--- src/rtl/ascon_output_serializer_pkg.sv ---
`default_nettype none
// ============================================================================
// Package     : ascon_pkg
// Description : Shared types and constants for the ASCON output serializer.
//               Holds the serializer state encoding, byte counts per word and
//               per tag, and a helper that extracts one tag byte MSB-first.
// Revision    : 1.0 - initial release
// ============================================================================
package ascon_pkg;

  typedef enum logic [1:0] {
    S_IDLE   = 2'd0,
    S_CIPHER = 2'd1,
    S_TAG    = 2'd2,
    S_DONE   = 2'd3
  } ser_state_t;

  localparam int BYTES_PER_WORD = 8;
  localparam int TAG_BYTES      = 16;

  // Byte idx of the tag, counted from the most significant end (idx 0 = tag[127:120]).
  function automatic logic [7:0] tag_byte(input logic [127:0] tag, input logic [3:0] idx);
    logic [127:0] shifted;
    shifted = tag << {idx, 3'b000};
    return shifted[127:120];
  endfunction

endpackage
`default_nettype wire

--- src/rtl/ascon_output_serializer_if.sv ---
`default_nettype none
// ============================================================================
// Interface   : ascon_output_serializer_if
// Description : Bundles the cipher/tag input side and the byte-stream output
//               side of the serializer.
//               slave  : serializer view (consumes cipher/tag, drives bytes)
//               master : environment view (drives cipher/tag, consumes bytes)
// Revision    : 1.0 - initial release
// ============================================================================
interface ascon_output_serializer_if;
  logic         cipher_valid_i;
  logic [63:0]  cipher_i;
  logic         end_i;
  logic [127:0] tag_i;
  logic         byte_ready_i;
  logic [7:0]   byte_o;
  logic         byte_valid_o;
  logic         last_o;
  logic         done_o;
  logic         busy_o;
  logic         overflow_o;

  modport slave (
    input  cipher_valid_i, cipher_i, end_i, tag_i, byte_ready_i,
    output byte_o, byte_valid_o, last_o, done_o, busy_o, overflow_o
  );

  modport master (
    output cipher_valid_i, cipher_i, end_i, tag_i, byte_ready_i,
    input  byte_o, byte_valid_o, last_o, done_o, busy_o, overflow_o
  );
endinterface
`default_nettype wire

--- src/rtl/ascon_output_serializer_fifo.sv ---
`default_nettype none
// ============================================================================
// Module      : ascon_word_fifo
// Description : 64-bit synchronous FIFO, FIFO_DEPTH entries (power of 2).
//               A push on a full FIFO is accepted only when a pop happens in
//               the same cycle. data_o shows the head entry (show-ahead).
// Ports       : clock_i, resetb_i (async active-low), push_i/data_i,
//               pop_i/data_o, full_o, empty_o, count_o
// Revision    : 1.0 - initial release
// ============================================================================
module ascon_word_fifo #(
  parameter int FIFO_DEPTH = 4
) (
  input  wire logic                          clock_i,
  input  wire logic                          resetb_i,
  input  wire logic                          push_i,
  input  wire logic [63:0]                   data_i,
  input  wire logic                          pop_i,
  output logic [63:0]                        data_o,
  output logic                               full_o,
  output logic                               empty_o,
  output logic [$clog2(FIFO_DEPTH):0]        count_o
);
  localparam int AW = $clog2(FIFO_DEPTH);
  localparam int CW = AW + 1;

  logic [63:0]   mem_q [FIFO_DEPTH];
  logic [AW-1:0] wr_ptr_q, wr_ptr_d;
  logic [AW-1:0] rd_ptr_q, rd_ptr_d;
  logic [CW-1:0] count_q, count_d;
  logic          push_ok, pop_ok;

  assign full_o  = (count_q == CW'(FIFO_DEPTH));
  assign empty_o = (count_q == '0);
  assign count_o = count_q;
  assign data_o  = mem_q[rd_ptr_q];

  always_comb begin
    pop_ok   = pop_i && !empty_o;
    push_ok  = push_i && (!full_o || pop_ok);
    wr_ptr_d = push_ok ? wr_ptr_q + AW'(1) : wr_ptr_q;
    rd_ptr_d = pop_ok  ? rd_ptr_q + AW'(1) : rd_ptr_q;
    count_d  = count_q;
    case ({push_ok, pop_ok})
      2'b10:   count_d = count_q + CW'(1);
      2'b01:   count_d = count_q - CW'(1);
      default: count_d = count_q;
    endcase
  end

  always_ff @(posedge clock_i or negedge resetb_i) begin
    if (!resetb_i) begin
      wr_ptr_q <= '0;
      rd_ptr_q <= '0;
      count_q  <= '0;
    end else begin
      wr_ptr_q <= wr_ptr_d;
      rd_ptr_q <= rd_ptr_d;
      count_q  <= count_d;
    end
  end

  // Storage needs no reset: entries are only read after being written.
  always_ff @(posedge clock_i) begin
    if (push_ok) mem_q[wr_ptr_q] <= data_i;
  end
endmodule
`default_nettype wire

--- src/rtl/ascon_output_serializer.sv ---
`default_nettype none
// ============================================================================
// Module      : ascon_output_serializer
// Description : Buffers 64-bit cipher words and the 128-bit tag from the
//               ASCON core and streams one message as bytes (MSB first):
//               cipher bytes, then 16 tag bytes, with valid/ready handshake.
// Ports       : clock_i, resetb_i (async active-low),
//               bus (slave): cipher_valid_i/cipher_i, end_i/tag_i,
//               byte_ready_i, byte_o, byte_valid_o, last_o, done_o,
//               busy_o, overflow_o
// Revision    : 1.0 - initial release
// ============================================================================
module ascon_output_serializer
  import ascon_pkg::*;
#(
  parameter int FIFO_DEPTH = 4
) (
  input  wire logic                clock_i,
  input  wire logic                resetb_i,
  ascon_output_serializer_if.slave bus
);
  localparam int CW = $clog2(FIFO_DEPTH) + 1;

  ser_state_t    state_q, state_d;
  logic [63:0]   shift_q, shift_d;
  logic [127:0]  tag_q, tag_d;
  logic          tag_pending_q, tag_pending_d;
  logic [CW-1:0] wbt_q, wbt_d;          // words still in the FIFO that precede the tag
  logic [3:0]    byte_cnt_q, byte_cnt_d;
  logic [7:0]    byte_q, byte_d;
  logic          byte_valid_q, byte_valid_d;
  logic          last_q, last_d;
  logic          done_q, done_d;
  logic          busy_q, busy_d;
  logic          overflow_q, overflow_d;

  logic          fifo_push, fifo_push_ok, fifo_pop, fifo_full, fifo_empty;
  logic [63:0]   fifo_data;
  logic [CW-1:0] fifo_count;
  logic          bypass, accept, tag_first, fifo_nonempty_next;

  ascon_word_fifo #(.FIFO_DEPTH(FIFO_DEPTH)) u_fifo (
    .clock_i  (clock_i),
    .resetb_i (resetb_i),
    .push_i   (fifo_push),
    .data_i   (bus.cipher_i),
    .pop_i    (fifo_pop),
    .data_o   (fifo_data),
    .full_o   (fifo_full),
    .empty_o  (fifo_empty),
    .count_o  (fifo_count)
  );

  always_comb begin
    state_d       = state_q;
    shift_d       = shift_q;
    tag_d         = tag_q;
    tag_pending_d = tag_pending_q;
    wbt_d         = wbt_q;
    byte_cnt_d    = byte_cnt_q;
    byte_d        = byte_q;
    byte_valid_d  = byte_valid_q;
    last_d        = last_q;
    done_d        = 1'b0;
    overflow_d    = overflow_q;
    fifo_pop      = 1'b0;
    bypass        = 1'b0;
    accept        = byte_valid_q && bus.byte_ready_i;
    tag_first     = tag_pending_q && (wbt_q == '0);

    case (state_q)
      S_IDLE: begin
        if (tag_first) begin
          state_d = S_TAG; byte_cnt_d = '0; byte_valid_d = 1'b1;
          byte_d  = tag_byte(tag_q, 4'd0); last_d = 1'b0;
        end else if (!fifo_empty) begin
          fifo_pop = 1'b1;
          state_d  = S_CIPHER; byte_cnt_d = '0; byte_valid_d = 1'b1;
          byte_d   = fifo_data[63:56]; shift_d = {fifo_data[55:0], 8'h00};
        end else if (bus.cipher_valid_i) begin
          // Empty FIFO: take the word straight into the shift register so the
          // first byte is valid in the cycle right after the push.
          bypass  = 1'b1;
          state_d = S_CIPHER; byte_cnt_d = '0; byte_valid_d = 1'b1;
          byte_d  = bus.cipher_i[63:56]; shift_d = {bus.cipher_i[55:0], 8'h00};
        end
      end
      S_CIPHER: begin
        if (accept) begin
          if (byte_cnt_q == 4'(BYTES_PER_WORD - 1)) begin
            if (tag_first) begin
              state_d = S_TAG; byte_cnt_d = '0;
              byte_d  = tag_byte(tag_q, 4'd0); last_d = 1'b0;
            end else if (!fifo_empty) begin
              fifo_pop   = 1'b1; byte_cnt_d = '0;
              byte_d     = fifo_data[63:56]; shift_d = {fifo_data[55:0], 8'h00};
            end else begin
              state_d = S_IDLE; byte_valid_d = 1'b0; byte_d = '0;
            end
          end else begin
            byte_cnt_d = byte_cnt_q + 4'd1;
            byte_d     = shift_q[63:56];
            shift_d    = {shift_q[55:0], 8'h00};
          end
        end
      end
      S_TAG: begin
        if (accept) begin
          if (byte_cnt_q == 4'(TAG_BYTES - 1)) begin
            state_d = S_DONE; byte_valid_d = 1'b0; byte_d = '0; last_d = 1'b0;
            done_d  = 1'b1; tag_pending_d = 1'b0;
          end else begin
            byte_cnt_d = byte_cnt_q + 4'd1;
            byte_d     = tag_byte(tag_q, byte_cnt_q + 4'd1);
            last_d     = (byte_cnt_q + 4'd1 == 4'(TAG_BYTES - 1));
          end
        end
      end
      S_DONE:  state_d = S_IDLE;
      default: state_d = S_IDLE;
    endcase

    fifo_push    = bus.cipher_valid_i && !bypass;
    fifo_push_ok = fifo_push && (!fifo_full || fifo_pop);
    if (fifo_push && !fifo_push_ok) overflow_d = 1'b1;

    // A popped word is committed to the shift register and will be emitted
    // before anything else, so it stops counting towards the tag.
    if (fifo_pop && (wbt_q != '0)) wbt_d = wbt_q - CW'(1);

    if (bus.end_i) begin
      if (tag_pending_q) begin
        overflow_d = 1'b1;
      end else begin
        tag_d         = bus.tag_i;
        tag_pending_d = 1'b1;
        wbt_d         = fifo_count + CW'(fifo_push_ok) - CW'(fifo_pop);
      end
    end

    fifo_nonempty_next = fifo_push_ok || (fifo_count > CW'(1)) ||
                         ((fifo_count == CW'(1)) && !fifo_pop);
    busy_d = (state_d != S_IDLE) || tag_pending_d || fifo_nonempty_next;
  end

  always_ff @(posedge clock_i or negedge resetb_i) begin
    if (!resetb_i) begin
      state_q       <= S_IDLE;
      shift_q       <= '0;
      tag_q         <= '0;
      tag_pending_q <= 1'b0;
      wbt_q         <= '0;
      byte_cnt_q    <= '0;
      byte_q        <= '0;
      byte_valid_q  <= 1'b0;
      last_q        <= 1'b0;
      done_q        <= 1'b0;
      busy_q        <= 1'b0;
      overflow_q    <= 1'b0;
    end else begin
      state_q       <= state_d;
      shift_q       <= shift_d;
      tag_q         <= tag_d;
      tag_pending_q <= tag_pending_d;
      wbt_q         <= wbt_d;
      byte_cnt_q    <= byte_cnt_d;
      byte_q        <= byte_d;
      byte_valid_q  <= byte_valid_d;
      last_q        <= last_d;
      done_q        <= done_d;
      busy_q        <= busy_d;
      overflow_q    <= overflow_d;
    end
  end

  assign bus.byte_o       = byte_q;
  assign bus.byte_valid_o = byte_valid_q;
  assign bus.last_o       = last_q;
  assign bus.done_o       = done_q;
  assign bus.busy_o       = busy_q;
  assign bus.overflow_o   = overflow_q;
endmodule
`default_nettype wire

--- src/flat_wrapper.sv ---
// flat-port wrapper written by rule: the top's interface ports become plain ports
module ascon_output_serializer_flat import ascon_pkg::*;
#(
  parameter int FIFO_DEPTH = 4
)
  (clock_i, resetb_i, bus_cipher_valid_i, bus_cipher_i, bus_end_i, bus_tag_i, bus_byte_ready_i, bus_byte_o, bus_byte_valid_o, bus_last_o, bus_done_o, bus_busy_o, bus_overflow_o);
  ascon_output_serializer_if bus_i ();
  input  wire logic clock_i;
  input  wire logic resetb_i;
  input wire logic [$bits(bus_i.cipher_valid_i)-1:0] bus_cipher_valid_i;
  input wire logic [$bits(bus_i.cipher_i)-1:0] bus_cipher_i;
  input wire logic [$bits(bus_i.end_i)-1:0] bus_end_i;
  input wire logic [$bits(bus_i.tag_i)-1:0] bus_tag_i;
  input wire logic [$bits(bus_i.byte_ready_i)-1:0] bus_byte_ready_i;
  output wire logic [$bits(bus_i.byte_o)-1:0] bus_byte_o;
  output wire logic [$bits(bus_i.byte_valid_o)-1:0] bus_byte_valid_o;
  output wire logic [$bits(bus_i.last_o)-1:0] bus_last_o;
  output wire logic [$bits(bus_i.done_o)-1:0] bus_done_o;
  output wire logic [$bits(bus_i.busy_o)-1:0] bus_busy_o;
  output wire logic [$bits(bus_i.overflow_o)-1:0] bus_overflow_o;
  assign bus_i.cipher_valid_i = bus_cipher_valid_i;
  assign bus_i.cipher_i = bus_cipher_i;
  assign bus_i.end_i = bus_end_i;
  assign bus_i.tag_i = bus_tag_i;
  assign bus_i.byte_ready_i = bus_byte_ready_i;
  assign bus_byte_o = bus_i.byte_o;
  assign bus_byte_valid_o = bus_i.byte_valid_o;
  assign bus_last_o = bus_i.last_o;
  assign bus_done_o = bus_i.done_o;
  assign bus_busy_o = bus_i.busy_o;
  assign bus_overflow_o = bus_i.overflow_o;
  ascon_output_serializer #(.FIFO_DEPTH(FIFO_DEPTH)) u_core (.clock_i(clock_i), .resetb_i(resetb_i), .bus(bus_i));
endmodule
--- config.mk ---
export PLATFORM = sky130hd
export DESIGN_NAME = ascon_output_serializer_flat
export DESIGN_NICKNAME = d
export VERILOG_FILES = /design/src/rtl/ascon_output_serializer_pkg.sv /design/src/rtl/ascon_output_serializer_if.sv /design/src/rtl/ascon_output_serializer_fifo.sv /design/src/rtl/ascon_output_serializer.sv /design/src/flat_wrapper.sv
export SDC_FILE = /design/constraint.sdc
export NUM_CORES = 1
export LEC_CHECK = 0
export BUFFER_PORTS_ARGS = -buffer_cell sky130_fd_sc_hd__buf_2
export CAP_MARGIN = 5
export CORE_MARGIN = 8
export CORE_UTILIZATION = 59
export DETAILED_ROUTE_END_ITERATION = 8
export HOLD_SLACK_MARGIN = 0.08
export PLACE_DENSITY = 0.8
export SLEW_MARGIN = 20
export SYNTH_ARGS = -nofsm -noshare
export SYNTH_HDL_FRONTEND = slang
export SYNTH_SLANG_ARGS = --single-unit
--- constraint.sdc ---
create_clock -name clock_i -period 4.45 [get_ports clock_i]
set_input_delay 0.445 -clock clock_i [delete_from_list [all_inputs] [get_ports clock_i]]
set_output_delay 0.445 -clock clock_i [all_outputs]
set_load 0.005 [all_outputs]
Yosys cells after proc, flatten, opt, wreduce, memory -nomap -nowiden:

Memory sizes are Yosys's and may differ from the RTL's.
Cells that the tools add are included.

* add/subtract/negate cells: 8
* magnitude comparators: 1
* equal/unequal tests: 23
* shift-type cells: 1
* muxes and demuxes: 80
* bitwise operators: 1
* reductions and logical operators: 34

Operators with widths (count)
* 2-to-1 mux 64 bit: 7
* one-hot mux 64 bit (2 select lines): 1
* left shift 128 x 7 -> 128 bit: 1
* 2-to-1 mux 8 bit: 9
* 2-to-1 mux 4 bit: 9
* 2-to-1 mux 1 bit: 35
* one-hot mux 8 bit (3 select lines): 1
* 2-to-1 mux 2 bit: 9
* one-hot mux 4 bit (3 select lines): 1
* AND reduction 6 bit: 2
* != test 2 x 1 -> 1 bit, second input constant: 5
* logical AND 1 bit: 9
* 2-to-1 mux 3 bit: 3
* != test 3 bit, second input constant: 3
* equality test 4 bit, second input constant: 2
* != test 4 bit, second input constant: 2
* one-hot mux 2 bit (4 select lines): 1
* AND reduction 4 bit: 2
* AND reduction 8 bit: 1
* equality test 2 bit, second input constant: 3
* logical NOT 3 bit: 2
* logical OR 1 bit: 6
* != test 2 bit, second input constant: 3
* one-hot mux 1 bit (3 select lines): 2
* 19 further kinds: 29

* bits in registers: 222
* memory bits (writable): 256
* input bits: 197
* output and inout bits: 13
* memories: 1

Memory list
* u_core.u_fifo.mem_q: depth 4, bits a word 64, read ports 1, clocked after Yosys merged registers in 0, write ports 1, RTL line ascon_output_serializer_fifo.sv:27 `logic [63:0] mem_q [FIFO_DEPTH];`

Longest topological paths before layout:

* word-level depth: 13
* depth in mapped cells: 12
* gate-level depth less buffers: 11

By module:

Synthesis repeated with hierarchy kept, for this count alone.

* cells, all modules: 1260
* area, all modules: 20045.5 µm²

Modules (own cells, without submodules)
* ascon_output_serializer: instances 1, cells an instance 888, area each 10401.2 µm²
* ascon_word_fifo: instances 1, cells an instance 372, area each 9644.2 µm²

Worst setup path after synthesis:

Ideal clock, no wire load.

* path type: reg-to-reg
* start: register u_core.byte_cnt_q[1]
* end: memory u_core.u_fifo.mem_q[0][0], enable pin
* data arrival time: 2961 ps
* required time: 4021 ps
* path slack: 1060 ps
* cell stages (with the launch flop): 8
* path buffers: 1
* period minus slack after synthesis: 3390 ps
* cell sequence: dfrtp_1 > ha_1 > buf_6 > and3b_2 > a31oi_4 > nor2_2 > o221a_2 > and2_1

* longest elaborated chain between the ends: 9

Ends and longest elaborated chain
* start, declared: RTL line ascon_output_serializer.sv:29 `logic [3:0] byte_cnt_q, byte_cnt_d;`
* start signal, assigned: RTL line ascon_output_serializer.sv:166 `byte_cnt_q <= byte_cnt_d;`
* equality test 4 x 3 -> 1 bit: RTL line ascon_output_serializer.sv:90 `if (byte_cnt_q == 4'(BYTES_PER_WORD - 1)) begin`
* 2-to-1 mux 1 bit: RTL line ascon_output_serializer.sv:90
* 2-to-1 mux 1 bit: RTL line ascon_output_serializer.sv:89 `if (accept) begin`
* one-hot mux 1 bit (2 select lines): RTL line ascon_output_serializer.sv:71 `case (state_q)`
* logical AND 1 bit: RTL line ascon_output_serializer_fifo.sv:39 `pop_ok = pop_i && !empty_o;`
* logical OR 1 bit: RTL line ascon_output_serializer_fifo.sv:40 `push_ok = push_i && (!full_o || pop_ok);`
* logical AND 1 bit: RTL line ascon_output_serializer_fifo.sv:40
* 2-to-1 mux 1 bit: RTL line ascon_output_serializer_fifo.sv:65 `if (push_ok) mem_q[wr_ptr_q] <= data_i;`
* 2-to-1 mux 1 bit (not written as such): RTL line ascon_output_serializer_fifo.sv:65
* end, declared: RTL line ascon_output_serializer_fifo.sv:27

No other way between the ends.

Worst setup path in the final report:

* start: register u_core.u_fifo.count_q[0], in the netlist u_core.u_fifo.count_o[0]
* end: register u_core.shift_q[44]

* longest elaborated chain between the ends: 4
* elaborated cells between the ends (all ways): 7
* those cells by class: eq/ne: 2; mux: 3; reduce/logical: 2

Ends and longest elaborated chain
* start, declared: RTL line ascon_output_serializer_fifo.sv:30 `logic [CW-1:0] count_q, count_d;`
* start signal, assigned: RTL line ascon_output_serializer_fifo.sv:59 `count_q <= count_d;`
* logical NOT 3 bit (*): RTL line ascon_output_serializer_fifo.sv:34 `assign empty_o = (count_q == '0);`
* 2-to-1 mux 64 bit: RTL line ascon_output_serializer.sv:76 `end else if (!fifo_empty) begin`
* 2-to-1 mux 64 bit: RTL line ascon_output_serializer.sv:73 `if (tag_first) begin`
* one-hot mux 64 bit (2 select lines): RTL line ascon_output_serializer.sv:71
* end signal, assigned: RTL line ascon_output_serializer.sv:162 `shift_q <= shift_d;`
* end, declared: RTL line ascon_output_serializer.sv:25 `logic [63:0] shift_q, shift_d;`

Every way passes the cells marked *; elsewhere a longest branch is shown, timed or not. The select of a mux whose other input is x is not followed.
A chain may end at the register's enable or synchronous reset.

==> impl_metrics.ini <==
[setup_path]
critPathRequiredTime_ns = 4.94
timing.rr.start = u_core.u_fifo.count_o[0]
critical_path_depth = 7
critical_path.max_stage_delay_ns = 0.97
cpLargestDelayFamily = compound AO/OA/AOI/OAI gates
timing.critical_path.arrival_ns = 3.97
timing.setup.critical_path_class = flop to flop
max_fo_critical_path = 26
critPathLaunchType = flop
reg2reg_to = u_core.shift_q[44]
timing.critical_path.slowest_stage_cell = a221oi_4
endpoint_kind = flop
setup_slack_of_the_worst_register_to_register_path_ns = 0.97
cp_cell_sequence = inv_1 -> ha_1 -> nand2b_1 -> nand2_1 -> a221oi_4 -> buf_12 -> mux2i_1
r2r_cells = 7
critical_path_buf_inv_count = 2

[die]
io_pins = 210
initial_core_util = 0.5936
fp.dieArea_um2 = 40610
die_width_um = 201.5
placementRows = 68
core_area_um2 = 34200
die_y_um = 201.5

[sta]
finalSetupTns_ns = 0
skew_ns = 0.02655
report.final.slew_viol_count = 0
final.min_clock_period_ns = 3.484
max_freq_ghz = 0.2870
headroom_to_the_max_slew_limit = 0.2429
unrepaired_setup_endpoints_after_global_routing = false
final_hold_viol_count = 0
setup_violations = 0
timing_worst_slew_pin_value_ns = 1.133
finalCritPeriodShare = 0.7829

[placed_design]
final_estimated_routing_congestion_in_global_placement = 0.8811
number_of_buffers_added_on_ports = 209
detailed_place.area_um2 = 21870
hpwl_um = 30810

[flow_run]
maxCapViolations = 0

[detailed_routing]
detail_route.vias_per_cell = 5.989
wire_length_after_detailed_routing_um = 49160
ant_nets = 0
drt_iter0_markers = 1079
routed_wire_length_per_instance_um = 23.34
num_vias = 12610
drt-pass1-iter-count = 7
drt_drc_violations_left = 0

[synth]
yosys-mux-area-fraction = 0.1978
synthCells = 1311
synth_async_sr_flop_share = 0.4553
synth.net_count = 1528
count_of_unique_library_cells_instantiated_by_yosys = 55
synth_adder_area_share = 0.01269
yosys_reg_bits = 470
synth-edff-count = 256
synth_top_flop_cell = edfxtp_1
yosysSeqAreaShare = 0.6423
simple_gate_portion_of_the_synthesized_area = 0.03784
synthesis.yosys.warnings = 0
compound_gate_portion_of_the_synthesized_area = 0.07117
mappedNetlistArea_um2 = 20300
combinational_family_with_the_most_area_after_synthesis = multiplexers
synth_xor_xnor_area_share = 0.005546
post_synth.cell_area_avg_um2 = 15.49

[min_path]
worst_hold_path.num_cells = 2
timing.hold.worst_endpoint = u_core.tag_q[79]
hold_path_start = bus_tag_i[79]
hold_path_class = primary input to flop

[grt]
busiest_layer = met2
grt.met2_usage = 0.3953
grt_pass1_wl_um = 76100
initial_antenna_violation_count = 8
groute.layer.met3.usage = 0.04825
grt_start_max_net_pins = 124
grtUsageTotal = 0.2402
grt_pass1_vias = 13330
globalRouteOverflowTotal = 0
grt.met1_usage = 0.3126

[final_layout]
fin_area_um2 = 24430
synthesis_to_layout_area_growth_pct = 20.33
fin_nets = 1824
n_fill_cell = 2193
layout-drive-gt1-share = 0.3356

[power_and_ir_drop]
share_comb_of_total_power = 0.344
vdd_drop_max_v = 0.0003819
pwr-share-seq = 0.399
share_clk_of_total_power = 0.257
p_sw_uw = 5278
sw_frac_of_total = 0.3316
power_per_cell_area_nw_per_um2 = 651.6
cell_int_power_uw = 10640
total_leakage_power_uw = 0.009705

[outcome]
status = finished clean

[clock_tree]
cts-htree-levels = 2
postCtsSetupRepairBufs = 0
cts_made_buffers = 48
clkTransAtPathRegs_ns = 0.06
clkSinkCount = 470
cts_tree = done
root_buffer = clkbuf_16
worstSkewPairLatency_ns = 0.59
cts.path.max_buffers = 3
## worst reg2reg max path, cell delays in order (launching register included)
cell	delay [ns]
dfrtp_1	0.46
inv_1	0.11
ha_1	0.29
nand2b_1	0.65
nand2_1	0.31
a221oi_4	0.97
buf_12	0.34
mux2i_1	0.26
## state kept, by name (all words and copies together) (netlist names), 2 cells and up
register and cells:
u_core.bus.byte_o 8, u_core.byte_cnt_q 4, u_core.shift_q 56, u_core.state_q 2
u_core.tag_q 128, u_core.u_fifo.count_o 3, u_core.u_fifo.mem_q 256, u_core.u_fifo.rd_ptr_q 2
u_core.u_fifo.wr_ptr_q 2, u_core.wbt_q 3
## area by class of cell
type	instances	area, um^2	area share
clock inverter	17	217.7	0.008911
clock buffer	71	1399	0.05725
inverter	60	225.2	0.009218
tap	455	569.3	0.02330
multi-input combinational	695	6659	0.2725
timing repair buffer	332	2300	0.09413
sequential	470	13050	0.5340
antenna	6	15.01	0.0006145
## cells in the mapped netlist (18+ instances only)
library cell,instances,share of area
a21oi_1,86,0.021
a22o_1,57,0.025
buf_2,34,0.0084
clkbuf_1,33,0.0061
dfrtp_1,214,0.26
edfxtp_1,256,0.38
ha_1,19,0.012
inv_1,60,0.011
mux2_2,138,0.077
mux2i_1,66,0.033
mux4_2,80,0.089
nand2_1,72,0.013
nand3_1,20,0.0049
nor2_1,28,0.0052
o21ai_0,18,0.0044
## cell families after synthesis
group	Yosys count
buf+inv	146
simple gates	164
flops	470
xor+xnor	12
mux	284
compound gates	215
fa+ha+maj	20
## repair_timing
action	4_1_cts	5_1_grt
hold endpoints to repair	276	0
endpoints found under the setup margin	0	0
hold buffers	93	0
gates resized for setup	0	0
## metal layers
layer  routed length, um  vias up  share of wire
met4                1888        4          0.038
met3                3240      122          0.066
li1                    -     5568              -
met5                  21        -        0.00043
met2               24510      530           0.50
met1               19500     6388           0.40
## through the flow
stage	worst slack, ns	cells	utilization	hold WS, ns	power [uW]
5_1_grt	0.7230	2106	0.7143	0.08039	16690
6_report	0.9659	2106	0.7143	0.09240	15920
3_5_place_dp	0.9763	1919	0.6394	0.4681	11770
3_3_place_gp	1.187	1919	0.6394	0.4584	11510
4_1_cts	0.9416	2100	0.7139	0.08015	15960
2_1_floorplan	1.060	1311	-	0.1494	10160
## how the worst max path moves through the flow
stage | from | end | slack [ns]
finish | u_core.u_fifo.count_o[0] | u_core.shift_q[44] | 0.97
global route | u_core.u_fifo.count_o[0] | u_core.shift_q[29] | 0.72
CTS | u_core.u_fifo.count_o[0] | u_core.shift_q[44] | 0.94
detailed placement | u_core.u_fifo.count_o[0] | u_core.shift_q[44] | 0.98
global placement | u_core.byte_cnt_q[1] | u_core.u_fifo.mem_q[2][18] | 1.19
floorplan | u_core.byte_cnt_q[1] | u_core.u_fifo.mem_q[0][0] | 1.06
## power groups by stage
stage	combinational, uW	sequential (uW)	clock (uW)
after detailed placement	5360	6410	0
final	5480	6350	4090
after global placement	5160	6350	0
after floorplan	4080	6080	0
after CTS	5480	6350	4140
after global routing	5940	6450	4300
## cells in the final DEF, fill, tap and decap left out, types with 13 or more instances in the layout
cell type,count
buf_4,23
mux2_2,138
mux2i_1,66
dfrtp_1,212
o21ai_0,18
inv_1,60
ha_1,19
dlygate4sd3_1,93
a22o_1,57
mux4_2,80
clkbuf_1,13
edfxtp_1,256
nand3_1,20
nand2_1,72
nor2_1,26
clkbuf_16,49
a21oi_1,86
buf_2,208
(Power assumes the default switching activity.)
